[src/rtl/vjtag_dr_engine.sv]
// Virtual JTAG data-register engine.
// Decodes the virtual IR into BYPASS / ADDR / WRITE / READ, shifts DRs
// LSB-first in the TCK domain and drives a single-port memory bus whose
// address auto-increments so a host can burst words without re-addressing.
//
// Memory bus strobe semantics: mem_we and mem_re are single-cycle strobes
// and are never high together. mem_we qualifies mem_addr/mem_wdata in the
// cycle it is high. mem_re qualifies mem_addr in the cycle it is high, and
// the memory returns mem_rdata in the following cycle. There is no
// back-pressure: the memory must accept every strobe.
module vjtag_dr_engine #(
  parameter int IR_WIDTH   = 2,
  parameter int DATA_WIDTH = 8,
  parameter int ADDR_WIDTH = 16
) (
  input  logic                  tck,
  input  logic                  rst,
  input  logic                  tdi,
  output logic                  tdo,
  input  logic [IR_WIDTH-1:0]   ir_in,
  output logic [IR_WIDTH-1:0]   ir_out,
  input  logic                  virtual_state_cdr,
  input  logic                  virtual_state_sdr,
  input  logic                  virtual_state_udr,
  input  logic                  virtual_state_uir,
  output logic [ADDR_WIDTH-1:0] mem_addr,
  output logic [DATA_WIDTH-1:0] mem_wdata,
  output logic                  mem_we,
  output logic                  mem_re,
  input  logic [DATA_WIDTH-1:0] mem_rdata,
  output logic                  wrap_err
);

  localparam int SR_W = (ADDR_WIDTH > DATA_WIDTH) ? ADDR_WIDTH : DATA_WIDTH;

  typedef enum logic [1:0] {
    OP_BYPASS = 2'd0,
    OP_ADDR   = 2'd1,
    OP_WRITE  = 2'd2,
    OP_READ   = 2'd3
  } op_e;

  op_e op;

  logic [SR_W-1:0]       sr_q, sr_d;
  logic                  byp_q, byp_d;
  logic [DATA_WIDTH-1:0] rd_hold_q, rd_hold_d;
  logic [ADDR_WIDTH-1:0] mem_addr_q, mem_addr_d;
  logic [DATA_WIDTH-1:0] mem_wdata_q, mem_wdata_d;
  logic                  mem_we_q, mem_we_d;
  logic                  mem_re_q, mem_re_d;
  logic                  wrap_err_q, wrap_err_d;
  logic [IR_WIDTH-1:0]   ir_out_q, ir_out_d;
  logic                  inc_pend_q, inc_pend_d;  // post-write address bump
  logic                  rd_pend_q, rd_pend_d;    // read data arrives this cycle

  // Instruction decode; any set bit above [1:0] falls back to BYPASS.
  always_comb begin
    op = OP_BYPASS;
    if ((ir_in >> 2) == '0) op = op_e'(ir_in[1:0]);
  end

  // Next-state logic: background address/readback work, then TAP strobes
  // with priority UIR > UDR > CDR > SDR.
  always_comb begin
    sr_d        = sr_q;
    byp_d       = byp_q;
    rd_hold_d   = rd_hold_q;
    mem_addr_d  = mem_addr_q;
    mem_wdata_d = mem_wdata_q;
    mem_we_d    = 1'b0;
    mem_re_d    = 1'b0;
    wrap_err_d  = wrap_err_q;
    inc_pend_d  = 1'b0;
    rd_pend_d   = mem_re_q;

    if (rd_pend_q) rd_hold_d = mem_rdata;

    if (inc_pend_q) begin
      if (&mem_addr_q) wrap_err_d = 1'b1;
      mem_addr_d = mem_addr_q + ADDR_WIDTH'(1);
    end

    if (virtual_state_uir) begin
      // Entering READ primes rd_hold with the word at the current address.
      if (op == OP_READ) mem_re_d = 1'b1;
    end else if (virtual_state_udr) begin
      case (op)
        OP_ADDR: begin
          mem_addr_d = sr_q[ADDR_WIDTH-1:0];
          wrap_err_d = 1'b0;
        end
        OP_WRITE: begin
          mem_wdata_d = sr_q[DATA_WIDTH-1:0];
          mem_we_d    = 1'b1;
          inc_pend_d  = 1'b1;
        end
        default: ;
      endcase
    end else if (virtual_state_cdr) begin
      case (op)
        OP_BYPASS: byp_d = 1'b0;
        OP_ADDR: begin
          sr_d                 = '0;
          sr_d[ADDR_WIDTH-1:0] = mem_addr_q;
        end
        OP_WRITE: sr_d = '0;
        OP_READ: begin
          // Hand out the prefetched word and fetch the next one.
          sr_d                 = '0;
          sr_d[DATA_WIDTH-1:0] = rd_hold_q;
          if (&mem_addr_q) wrap_err_d = 1'b1;
          mem_addr_d           = mem_addr_q + ADDR_WIDTH'(1);
          mem_re_d             = 1'b1;
        end
        default: ;
      endcase
    end else if (virtual_state_sdr) begin
      case (op)
        OP_BYPASS: byp_d = tdi;
        OP_ADDR:   sr_d[ADDR_WIDTH-1:0] = {tdi, sr_q[ADDR_WIDTH-1:1]};
        default:   sr_d[DATA_WIDTH-1:0] = {tdi, sr_q[DATA_WIDTH-1:1]};
      endcase
    end

    ir_out_d = {{(IR_WIDTH-1){1'b0}}, wrap_err_d};
  end

  // State registers with synchronous reset.
  always_ff @(posedge tck) begin
    if (rst) begin
      sr_q        <= '0;
      byp_q       <= 1'b0;
      rd_hold_q   <= '0;
      mem_addr_q  <= '0;
      mem_wdata_q <= '0;
      mem_we_q    <= 1'b0;
      mem_re_q    <= 1'b0;
      wrap_err_q  <= 1'b0;
      ir_out_q    <= '0;
      inc_pend_q  <= 1'b0;
      rd_pend_q   <= 1'b0;
    end else begin
      sr_q        <= sr_d;
      byp_q       <= byp_d;
      rd_hold_q   <= rd_hold_d;
      mem_addr_q  <= mem_addr_d;
      mem_wdata_q <= mem_wdata_d;
      mem_we_q    <= mem_we_d;
      mem_re_q    <= mem_re_d;
      wrap_err_q  <= wrap_err_d;
      ir_out_q    <= ir_out_d;
      inc_pend_q  <= inc_pend_d;
      rd_pend_q   <= rd_pend_d;
    end
  end

  assign tdo       = (op == OP_BYPASS) ? byp_q : sr_q[0];
  assign ir_out    = ir_out_q;
  assign mem_addr  = mem_addr_q;
  assign mem_wdata = mem_wdata_q;
  assign mem_we    = mem_we_q;
  assign mem_re    = mem_re_q;
  assign wrap_err  = wrap_err_q;

endmodule

[config.mk]
export PLATFORM = sky130hd
export DESIGN_NAME = vjtag_dr_engine
export DESIGN_NICKNAME = d
export VERILOG_FILES = /design/src/rtl/vjtag_dr_engine.sv
export SDC_FILE = /design/constraint.sdc
export NUM_CORES = 1
export LEC_CHECK = 0
export ABC_AREA = 1
export CORE_UTILIZATION = 40
export DETAILED_ROUTE_END_ITERATION = 16
export HOLD_SLACK_MARGIN = 0.06
export MAX_ROUTING_LAYER = met4
export PLACE_DENSITY = 0.73
export SETUP_SLACK_MARGIN = 0.2
export SYNTH_ARGS = -nofsm -noshare
export SYNTH_HDL_FRONTEND = slang
export SYNTH_SLANG_ARGS = --single-unit
[constraint.sdc]
create_clock -name tck -period 1.4 [get_ports tck]
set_input_delay 0.14 -clock tck [delete_from_list [all_inputs] [get_ports tck]]
set_output_delay 0.14 -clock tck [all_outputs]
set_load 0.05 [all_outputs]
# After elaboration in Yosys (flattened, before gate mapping)
# Index checks and enable logic that the tools add are counted.
[totals]
in_bits = 17
word_cells = 58
output_inout_bits = 30
reg_bits = 54
[op_classes]
bitwise_logic = 2
n_eq_ne = 5
n_mux = 29
n_addsub = 1
n_reduce_logical = 10
[ops]
columns = ["cell", "n"]
rows = [
  ["$mux 16", 8],
  ["$pmux 16 s3", 1],
  ["$mux 1", 18],
  ["$add 16x1->16 const B", 1],
  ["$pmux 8 s2", 1],
  ["$reduce_and 16->1", 1],
  ["$reduce_and 5->1", 2],
  ["$mux 8", 1],
  ["$eq 2x2->1 const B", 2],
  ["$ne 4x1->1 const B", 1],
  ["$reduce_and 4->1", 1],
  ["$reduce_bool 2->1", 2],
  ["$reduce_and 3->1", 1],
  ["$reduce_bool 3->1", 1],
  ["$reduce_or 3->1", 1],
  ["$eq 2x1->1 const B", 1],
  ["$logic_not 2->1", 1],
  ["$ne 2x2->1 const B", 1],
  ["$not 1->1", 2],
]

# Depth between registers and ports, before layout
# Gate-level depths: netlist (run 1).
[logic_depth]
depth_word = 8
mapped_depth = 10
mapped_depth_nobuf = 10

# Worst setup path after synthesis (run 1)
# Ideal clock, no wire load.
[synth_timing]
path_kind = "reg-to-reg"
start = "register mem_addr_q[0], in the netlist mem_addr[0]"
end = "register mem_addr_q[12], in the netlist mem_addr[12]"
n_path_buf = 0
path_stages_with_launch = 9
arrival_ns = 1.822
slack_ns = -0.557
setup_ns = 0.135
synth_period_minus_slack_ns = 1.957
t_required_ns = 1.265
cell_sequence = "dfxtp_1 -> ha_1 -> nand2_1 -> nor2_4 -> nand2_1 -> o21ai_0 -> nand2_1 -> a21oi_1 -> a21oi_1"
[synth_between]
elab_chain_len = 6
word_cells_on_any_way = 7
cone_classes = "add/sub (1); mux (6)"
[synth_rtl]
columns = ["item", "line", "text"]
rows = [
  ["from (decl)", "48", "logic [ADDR_WIDTH-1:0] mem_addr_q, mem_addr_d;"],
  ["from (signal assigned)", "147", "mem_addr_q <= mem_addr_d;"],
  ["$add 16x1->16 *", "81, 113", ""],
  ["$mux 16", "79", "if (inc_pend_q) begin"],
  ["$mux 16", "101", "case (op)"],
  ["$mux 16", "100", "end else if (virtual_state_cdr) begin"],
  ["$mux 16", "87", "end else if (virtual_state_udr) begin"],
  ["$mux 16 *", "84", "if (virtual_state_uir) begin"],
]
# Mark *: on every way between the ends. The rest lies on a longest branch, timed or not.
# A chain may end at the register's enable or synchronous reset.

# Worst setup path after layout (run 1)
[layout_timing]
start = "register mem_addr_q[0], in the netlist mem_addr[0]"
end = "register mem_addr_q[14], in the netlist mem_addr[14]"
# The elaborated chain is that of the path after synthesis.

==> results of run 1 <==
==> sequential cells by signal, indices dropped and copies added, names as in the netlist <==
| signal | flops |
|---|---|
| mem_addr | 16 |
| sr_q | 16 |
| mem_wdata | 8 |
| rd_hold_q | 8 |
| byp_q | 1 |
| inc_pend_q | 1 |
| ir_out | 1 |
| mem_re | 1 |
| rd_pend_q | 1 |
==> logic make-up (layout without fill, tap and decap cells) <==
group                    count (synthesis)  in the layout  share of synthesized area, %
flip-flops                              53             53                          36.1
other                                    1              1                         0.128
buffers and inverters                   70            188                          9.92
adder cells (fa/ha/maj)                  1              1                         0.425
AO/OA/AOI/OAI                          126            126                          24.4
AND/OR/NAND/NOR                        188            188                          27.9
XOR/XNOR                                 4              4                          1.19
==> final timing paths <==
path,start,end,cells past startpoint
setup reg to reg,mem_addr[0],mem_addr[14],8
hold / removal,ir_in[0],mem_re,3
setup / recovery,mem_addr[0],mem_addr[14],8
hold reg to reg,mem_re,rd_pend_q,2
==> synthesized netlist by cell type (2+ instances only) <==
cell and number:
a21oi_1 44, a21oi_2 2, a221oi_1 4, a31oi_1 3
buf_1 2, buf_2 4, buf_4 3, clkbuf_1 6
dfxtp_1 53, inv_1 46, inv_2 7, nand2_1 82
nand2_2 2, nand3_1 35, nand4_1 4, nor2_1 51
nor2_2 2, nor2_4 3, nor3_1 4, o211ai_1 4
o21ai_0 47, o21ai_1 4, o21ai_2 2, o22ai_1 10
xor2_1 3
==> final cells by class <==
class                   count  share of cell area [%]
multi-input cells         320                    39.3
clock inverters             3                   0.429
repair buffers            126                    27.8
well taps                  96                    2.57
inverters                  54                    4.45
clock buffers               5                    1.47
flip-flops and latches     53                    24.0
==> power by group <==
group          switching [mW]  internal (mW)
logic                   0.387          0.303
registers              0.0569           1.54
clock network           0.554          0.359
==> stage by stage <==
stage          setup slack, ns  utilization [%]
5_1_grt                 -0.155             67.2
4_1_cts                -0.0643             64.4
6_report               -0.0758             67.2
2_1_floorplan          -0.0446                -
3_3_place_gp            -0.296             59.6
3_5_place_dp            -0.338             59.6
==> worst min-delay path: stages <==
cell and delay (ns):
clkdlybuf4s15_2 0.22, nand3_1 0.08, a21oi_1 0.07
==> timing repair <==
item                       in CTS  in global routing
setup endpoints to repair      44                 27
resized for setup              43                 28
pin swaps                      17                 20
buffers inserted               16                  9
gates cloned                    0                  1
==> routing by layer <==
layer | GRT usage (%) | share of wire, %
met2 | 46.8 | 51
met5 | - | 0
met4 | 12.8 | 4.1
met1 | 31.9 | 40
met3 | 4.15 | 4.9
==> run metrics, run 1 <==
outcome=finished with violations; failing checks=negative setup slack; kind of critical path=flop to flop; Worst Hold Class=input pin to flop; final instance area=4670 um2; Synth Area per Inst=6.64 um2; Fin Hold WS=0.264 ns; Post-synth EDFFs=0; final worst path period share=105%; largest net degree at the start of global routing=37; Post-Synthesis Cells=443; Syn Nets=461; DRT antenna net count=0; total power=3.20 mW; root buf cell=clkbuf_8; area growth from synthesis to layout=58.8%; buffers and inverters on the worst path=1; Worst-path clk slew=0.10 ns; clock sinks=53; slowest CP cell=dfxtp_4; DRC Markers=0; top_reg_cell synth=dfxtp_1; Setup Skew=0.0158 ns; RSZ-0062 raised after global routing=yes; die width=87.7 um; Synth cell types=41; # IOs=47; multi-input logic area=1830 um2; setup tns final=-0.324 ns; GR Util All Layers=27.6%; GPL Wtd Cong=0.892; Arr. time, crit path=1.71 ns; global route overflow=0; netlist area before placement=2940 um2; Die Ht=87.7 um; Critical Path, Cell by Cell=ha_4, nand2_4, nor2_4, buf_4, nand4_1, nand3_1, o211ai_1, a21oi_1; fin crit period=1.48 ns; Fin. Hold Viols=0; layout cell share with drive strength beyond 1=36.2%; setup ws final=-0.0758 ns; Yosys top cell area share=36.1%; Initial Util=42.3%; Worst Path Max Fanout=5; final-layout fill cell count=586; most common cell after layout, fill and taps aside=buf_4; H-tree Lvls=2; Seq/Total Area, Yosys=36.1%; top cells by area, synth=dfxtp_1, nand2_1, o21ai_0; Startpoint Class=flop; Routed WL per cell=15.6 um; cell taking the most area after synthesis=dfxtp_1; Synth Warn #=0; placed insts=623; DR vias=3586; cell area power density=686 nW/um2; max cap viols=0; Worst EP required=1.63 ns; Port Buffers=45; global-route wire length before repair=15900 um; Core Footprint=6940 um2; FFs w/ async S/R, synth=0%; Antenna diodes=0; CP max stage delay=0.38 ns; CTS tree=done; TritonRoute pass-1 iters=5; Clock Tree Buf Depth=2; post-route insts no fill=657; Post-DP HPWL=7330 um; vias in the first global route=3281; vias per cell=5.46; Iter 0 DRT Violations=277; clk_lat worst skew=0.31 ns; # nets final=578; CTS Hold Bufs=0; register area=1120 um2; die area=7700 um2; final setup vio count=6; CTS Buf Count=5; Max Clock Freq=678 MHz; Routed WL=10200 um; register bit total from synthesis=53; static leakage=1.98 nW; Cell Rows=30; Post-Place Cell Area=4140 um2; Max Slew Vio Count=0; antenna violations before repair=0; commonest cells after routing, fill and taps aside=buf_4, nand2_1, nor2_1; Reg2Reg Setup Slack=-0.08 ns; CP Capture Type=flop; VDD IR max=613 uV; cell family with most CP delay=simple AND/OR/NAND/NOR gates
Note: power is estimated with default switching activity, not from simulation.
==> inputs of run 2 (changes only) <==
--- a/config.mk
+++ b/config.mk
@@ -8,9 +8,11 @@
 export ABC_AREA = 1
 export CORE_UTILIZATION = 40
 export DETAILED_ROUTE_END_ITERATION = 16
-export HOLD_SLACK_MARGIN = 0.06
+export GPL_TIMING_DRIVEN = 0
+export HOLD_SLACK_MARGIN = 0.05
 export MAX_ROUTING_LAYER = met4
 export PLACE_DENSITY = 0.73
+export RECOVER_POWER = 50
 export SETUP_SLACK_MARGIN = 0.2
 export SYNTH_ARGS = -nofsm -noshare
 export SYNTH_HDL_FRONTEND = slang
==> run metrics, run 2 (same netlist as run 1, synthesis figures left out) <==
DRT antenna net count=0 (unchanged); Fin. Hold Viols=0 (unchanged); Cell Rows=30 (unchanged); H-tree Lvls=2 (unchanged); Setup Skew=0.00617 ns (-0.00961 ns); CP Capture Type=flop; die width=87.7 um (unchanged); Comb pwr share=17.9% (-3.6 points); commonest cells after routing, fill and taps aside=nand2_1, nor2_1, inv_1; Net Sw Power=1.04 mW (+4.1%); cell area power density=793 nW/um2 (+16%); root buf cell=clkbuf_8; RSZ-0062 raised after global routing=yes; setup ws final=-0.104 ns (-0.0280 ns); final-layout fill cell count=663 (+13%); fin util=57.1% (-10 points); CTS Buf Count=5 (unchanged); hold path cells=3 (unchanged); outcome=finished with violations; Worst-path clk slew=0.11 ns (about the same); # IOs=47 (unchanged); VDD IR max=442 uV (-28%); largest net degree at the start of global routing=20 (-46%); Core Footprint=6940 um2 (unchanged); headroom to the max-slew limit=53.4%; # nets final=533 (-7.8%); Metal-1 WL=4080 um (-0.75%); Fin Hold WS=0.145 ns (-0.119 ns); DR vias=3423 (-4.5%); Worst Hold Class=input pin to flop; Sw Share=33.0% (+1.9 points); Initial Util=42.3% (unchanged); Arr. time, crit path=1.70 ns (about the same); vias in the first global route=3223 (-1.8%); TritonRoute pass-1 iters=6 (+1); Antenna diodes=0 (unchanged); Routed WL=9780 um (-4.4%); antenna violations before repair=0 (unchanged); clk_lat worst skew=0.32 ns (about the same); area growth from synthesis to layout=34.9%; Max Slew Vio Count=0 (unchanged); global-route wire length before repair=15400 um (-3.2%); final setup vio count=6 (unchanged); CTS tree=done; sequential power share=50.8% (+0.8 points); Worst EP required=1.59 ns (-0.04 ns); failing checks=negative setup slack; Max Clock Freq=665 MHz (-1.9%); Worst Path Max Fanout=6 (+1); static leakage=1.67 nW (-16%); max cap viols=0 (unchanged); met2 wire length=4550 um (-12%); Iter 0 DRT Violations=306 (+10%); Startpoint Class=flop; final worst path period share=107% (+2.0 points); R2R depth=9 (+1); GPL Wtd Cong=0.888 (-0.46%); pin slew with the least headroom to its limit=0.699 ns; top layer in use=met4; vias per cell=5.59 (+2.5%); most common cell after layout, fill and taps aside=nand2_1; fin crit period=1.50 ns (+0.0280 ns); layout cell share with drive strength beyond 1=31.8% (-4.4 points); GR Util All Layers=26.8% (-0.73 points); Port Buffers=44 (-2.2%); Routed WL per cell=16.0 um (+2.7%); P_int=2.11 mW (-4.4%); Die Ht=87.7 um (unchanged); DRC Markers=0 (unchanged); Clk pwr share=31.3% (+2.8 points); setup tns final=-0.452 ns (-0.129 ns); Post-DP HPWL=6700 um (-8.6%); die area=7700 um2 (unchanged); Clock Tree Buf Depth=2 (unchanged); kind of critical path=flop to flop; clock sinks=53 (unchanged); global route overflow=0 (unchanged); met3 wirelength from detailed routing=719 um (+43%)
[run 2: cell count changes in the layout (fill, tap and decap cells not counted), sizes merged]
cell	change
buf	-52
clkbuf	+11
clkdlybuf4s15	-2
clkdlybuf4s50	-1
clkinv	-1
dlygate4sd2	-1
inv	+1
[run 2: what timing repair did]
item	4_1_cts	5_1_grt
pin swaps	12	14
gates cloned	1	0
hold buffers	0	0
gates resized for setup	154	73
buffers inserted	11	9
setup endpoints to repair	71	52
[run 2: per-stage QoR]
step	cell area [um2]	total power, mW	setup slack, ns	cells
after global placement	3620	2.12	-0.652	583
after CTS	3820	3.11	-0.0827	603
after floorplan	3060	1.94	-0.0446	443
after detailed placement	3620	2.13	-0.661	583
final	3970	3.15	-0.104	612
after global routing	3970	3.27	-0.168	612
[run 2: critical path, stage by stage (launching register included)]
cell and delay (ns):
dfxtp_4 0.39, ha_4 0.15, nand2_4 0.06, nor2_4 0.19
buf_4 0.15, nand3_2 0.08, nand3_2 0.09, nand2_1 0.06
a21oi_2 0.13, a21oi_2 0.07
[run 2: power by group through the flow]
stage	clock network, mW	registers [mW]	logic [mW]
3_3_place_gp	0	1.63	0.494
5_1_grt	1.06	1.61	0.605
4_1_cts	0.995	1.60	0.521
2_1_floorplan	0	1.69	0.251
3_5_place_dp	0	1.63	0.503
6_report	0.985	1.60	0.563
[run 2: metal layers]
layer	vias up	global-route usage (%)
li1	1625	-
met1	1584	32.6
met2	174	42.9
met3	40	4.43
met4	0	13.4
met5	-	-
[run 2: cell type report]
| cell class | count | area, um2 | area share [%] |
|---|---|---|---|
| Sequential cell | 53 | 1120 | 28.2 |
| Clock buffer | 5 | 68.8 | 1.73 |
| Inverter | 54 | 213 | 5.36 |
| Multi-Input combinational cell | 320 | 1850 | 46.7 |
| Timing Repair Buffer | 65 | 464 | 11.7 |
| Clock inverter | 3 | 26.3 | 0.662 |
| Tap cell | 96 | 120 | 3.03 |
| Buffer | 16 | 103 | 2.59 |
[run 2: path summary, 6_finish.rpt]
path                             startpoint           end  slack, ns
worst max-delay path            mem_addr[0]  mem_addr[10]      -0.10
worst min-delay path               ir_in[1]        mem_re       0.14
worst max register to register  mem_addr[0]  mem_addr[10]      -0.10
worst min register to register       mem_re     rd_pend_q       0.43
==> inputs of run 3 (changes only) <==
--- a/config.mk
+++ b/config.mk
@@ -7,6 +7,7 @@
 export LEC_CHECK = 0
 export ABC_AREA = 1
 export CORE_UTILIZATION = 40
+export CTS_BUF_LIST = sky130_fd_sc_hd__clkbuf_16
 export DETAILED_ROUTE_END_ITERATION = 16
 export GPL_TIMING_DRIVEN = 0
 export HOLD_SLACK_MARGIN = 0.05
==> run metrics, run 3 (same netlist as run 1, synthesis figures left out) <==
pin slew with the least headroom to its limit=0.682 ns (-0.0176 ns); Antenna diodes=0 (unchanged); DRT antenna net count=0 (unchanged); cell area power density=862 nW/um2 (+8.7%); Port Buffers=44 (unchanged); headroom to the max-slew limit=54.6% (+1.2 points); layout cell share with drive strength beyond 1=29.5% (-2.3 points); commonest cells after routing, fill and taps aside=nand2_1, nor2_1, inv_1; Clk pwr share=38.1% (+6.8 points); outcome=finished with violations; Core Footprint=6940 um2 (unchanged); Routed WL=9610 um (-1.7%); Cell Rows=30 (unchanged); sequential power share=45.9% (-4.9 points); final instance area=4050 um2 (+2.0%); global route overflow=0 (unchanged); # IOs=47 (unchanged); fin util=58.3% (+1.2 points); Routed WL per cell=15.7 um (-1.5%); vias per cell=5.60 (+0.11%); Arr. time, crit path=1.65 ns (-0.05 ns); Worst-path clk slew=0.08 ns (-0.03 ns); static leakage=1.67 nW (-0.27%); H-tree Lvls=2 (unchanged); TritonRoute pass-1 iters=5 (-1); root buf cell=clkbuf_16; Post-DP HPWL=6700 um (unchanged); setup ws final=-0.0874 ns (+0.0164 ns); GPL Wtd Cong=0.888 (unchanged); Critical Path, Cell by Cell=ha_4, nand2_4, nor2_4, buf_4, nand3_1, nand2_1, a21oi_1, a21oi_1, a21oi_1; Max Clock Freq=672 MHz (+1.1%); final-layout fill cell count=647 (-2.4%); most frequent CP cell=a21oi_1; Worst EP required=1.56 ns (-0.03 ns); Setup Skew=0.00552 ns (-0.000651 ns); Net Sw Power=1.07 mW (+2.7%); DR vias=3421 (-0.058%); Worst Hold Class=input pin to flop; antenna violations before repair=0 (unchanged); max cap viols=0 (unchanged); fin crit period=1.49 ns (-0.0164 ns); GR Util All Layers=26.4% (-0.44 points); Die Ht=87.7 um (unchanged); failing checks=negative setup slack; slowest CP cell=dfxtp_4; VDD IR max=546 uV (+23%); CP Capture Type=flop; setup tns final=-0.242 ns (+0.210 ns); Clock Tree Buf Depth=2 (unchanged); kind of critical path=flop to flop; largest net degree at the start of global routing=20 (unchanged); die width=87.7 um (unchanged); DRC Markers=0 (unchanged); die area=7700 um2 (unchanged); Max Slew Vio Count=0 (unchanged); P_int=2.42 mW (+15%); CP max stage delay=0.38 ns (about the same); Initial Util=42.3% (unchanged); cell family with most CP delay=flip-flops; global-route wire length before repair=15200 um (-1.3%); clock sinks=53 (unchanged); CTS tree=done; # nets final=532 (-0.19%); Sw Share=30.6% (-2.4 points); Comb pwr share=16.0% (-1.9 points); buffers and inverters on the worst path=1 (unchanged); final setup vio count=5 (-1); clk_lat worst skew=0.30 ns (-0.02 ns); CTS Buf Count=5 (unchanged); Fin. Hold Viols=0 (unchanged); Post-Place Cell Area=3620 um2 (unchanged); final worst path period share=106% (-1.2 points); most common cell after layout, fill and taps aside=nand2_1; area growth from synthesis to layout=37.7%; total power=3.49 mW (+11%); Worst Path Max Fanout=6 (unchanged); Startpoint Class=flop; vias in the first global route=3193 (-0.93%); Iter 0 DRT Violations=317 (+3.6%); RSZ-0062 raised after global routing=yes
==> run 3: changes by cell type in the layout (fill, tap and decap cells not counted), sizes merged <==
cell	change
buf	-23
clkbuf	+9
clkdlybuf4s15	+12
clkdlybuf4s18	+2
clkdlybuf4s25	+1
clkdlybuf4s50	-2
dlygate4sd2	-2
dlygate4sd3	+1
dlymetal6s2s	+1
==> run 3: area by class of cell <==
class / count / area (um2) / area share [%]
Buffer: 16 / 103 / 2.53
Clock buffer: 5 / 125 / 3.09
Clock inverter: 3 / 26.3 / 0.649
Inverter: 54 / 210 / 5.19
Multi-Input combinational cell: 320 / 1820 / 45.0
Sequential cell: 53 / 1120 / 27.6
Tap cell: 96 / 120 / 2.97
Timing Repair Buffer: 64 / 527 / 13.0
==> run 3: timing repair <==
item                                    CTS  global route
buffers inserted                         12             7
hold buffers                              0             0
resized for setup                       124            79
cloned                                    1             0
pin swaps                                 5            19
endpoints found under the setup margin   72            64
==> run 3: final timing paths <==
check / start / to / slack, ns / depth (start not counted)
hold / removal: rst / mem_addr[6] / 0.17 / 2
setup / recovery: mem_addr[0] / mem_addr[8] / -0.09 / 9
hold reg to reg: mem_re / rd_pend_q / 0.43 / 2
setup reg to reg: mem_addr[0] / mem_addr[8] / -0.09 / 9
==> run 3: per-stage QoR <==
step / hold WS [ns] / std cells / setup WS (ns)
floorplan: 0.275 / 443 / -0.0446
global placement: 0.411 / 583 / -0.652
detailed placement: 0.425 / 583 / -0.661
CTS: 0.296 / 604 / -0.0660
global route: 0.197 / 611 / -0.134
finish: 0.173 / 611 / -0.0874
==> run 3: metal layers <==
| layer | track usage, % | up-vias | share of wire, % |
|---|---|---|---|
| met1 | 32.1 | 1590 | 42 |
| li1 | - | 1623 | - |
| met2 | 43.1 | 169 | 47 |
| met3 | 3.30 | 39 | 7.2 |
| met5 | - | - | 0 |
| met4 | 13.0 | 0 | 3.9 |
==> run 3: power by group through the flow <==
stage	sequential, mW	clock [mW]	combinational, mW
2_1_floorplan	1.69	0	0.251
3_3_place_gp	1.63	0	0.494
3_5_place_dp	1.63	0	0.503
4_1_cts	1.60	1.34	0.529
5_1_grt	1.61	1.40	0.604
6_report	1.60	1.33	0.560
==> run 3: worst reg2reg max path, cell delays in order (launching register included) <==
cell and delay [ns]:
dfxtp_4 0.38, ha_4 0.15, nand2_4 0.06, nor2_4 0.20, buf_4 0.15, nand3_1 0.05
nand2_1 0.08, a21oi_1 0.06, a21oi_1 0.13, a21oi_1 0.08
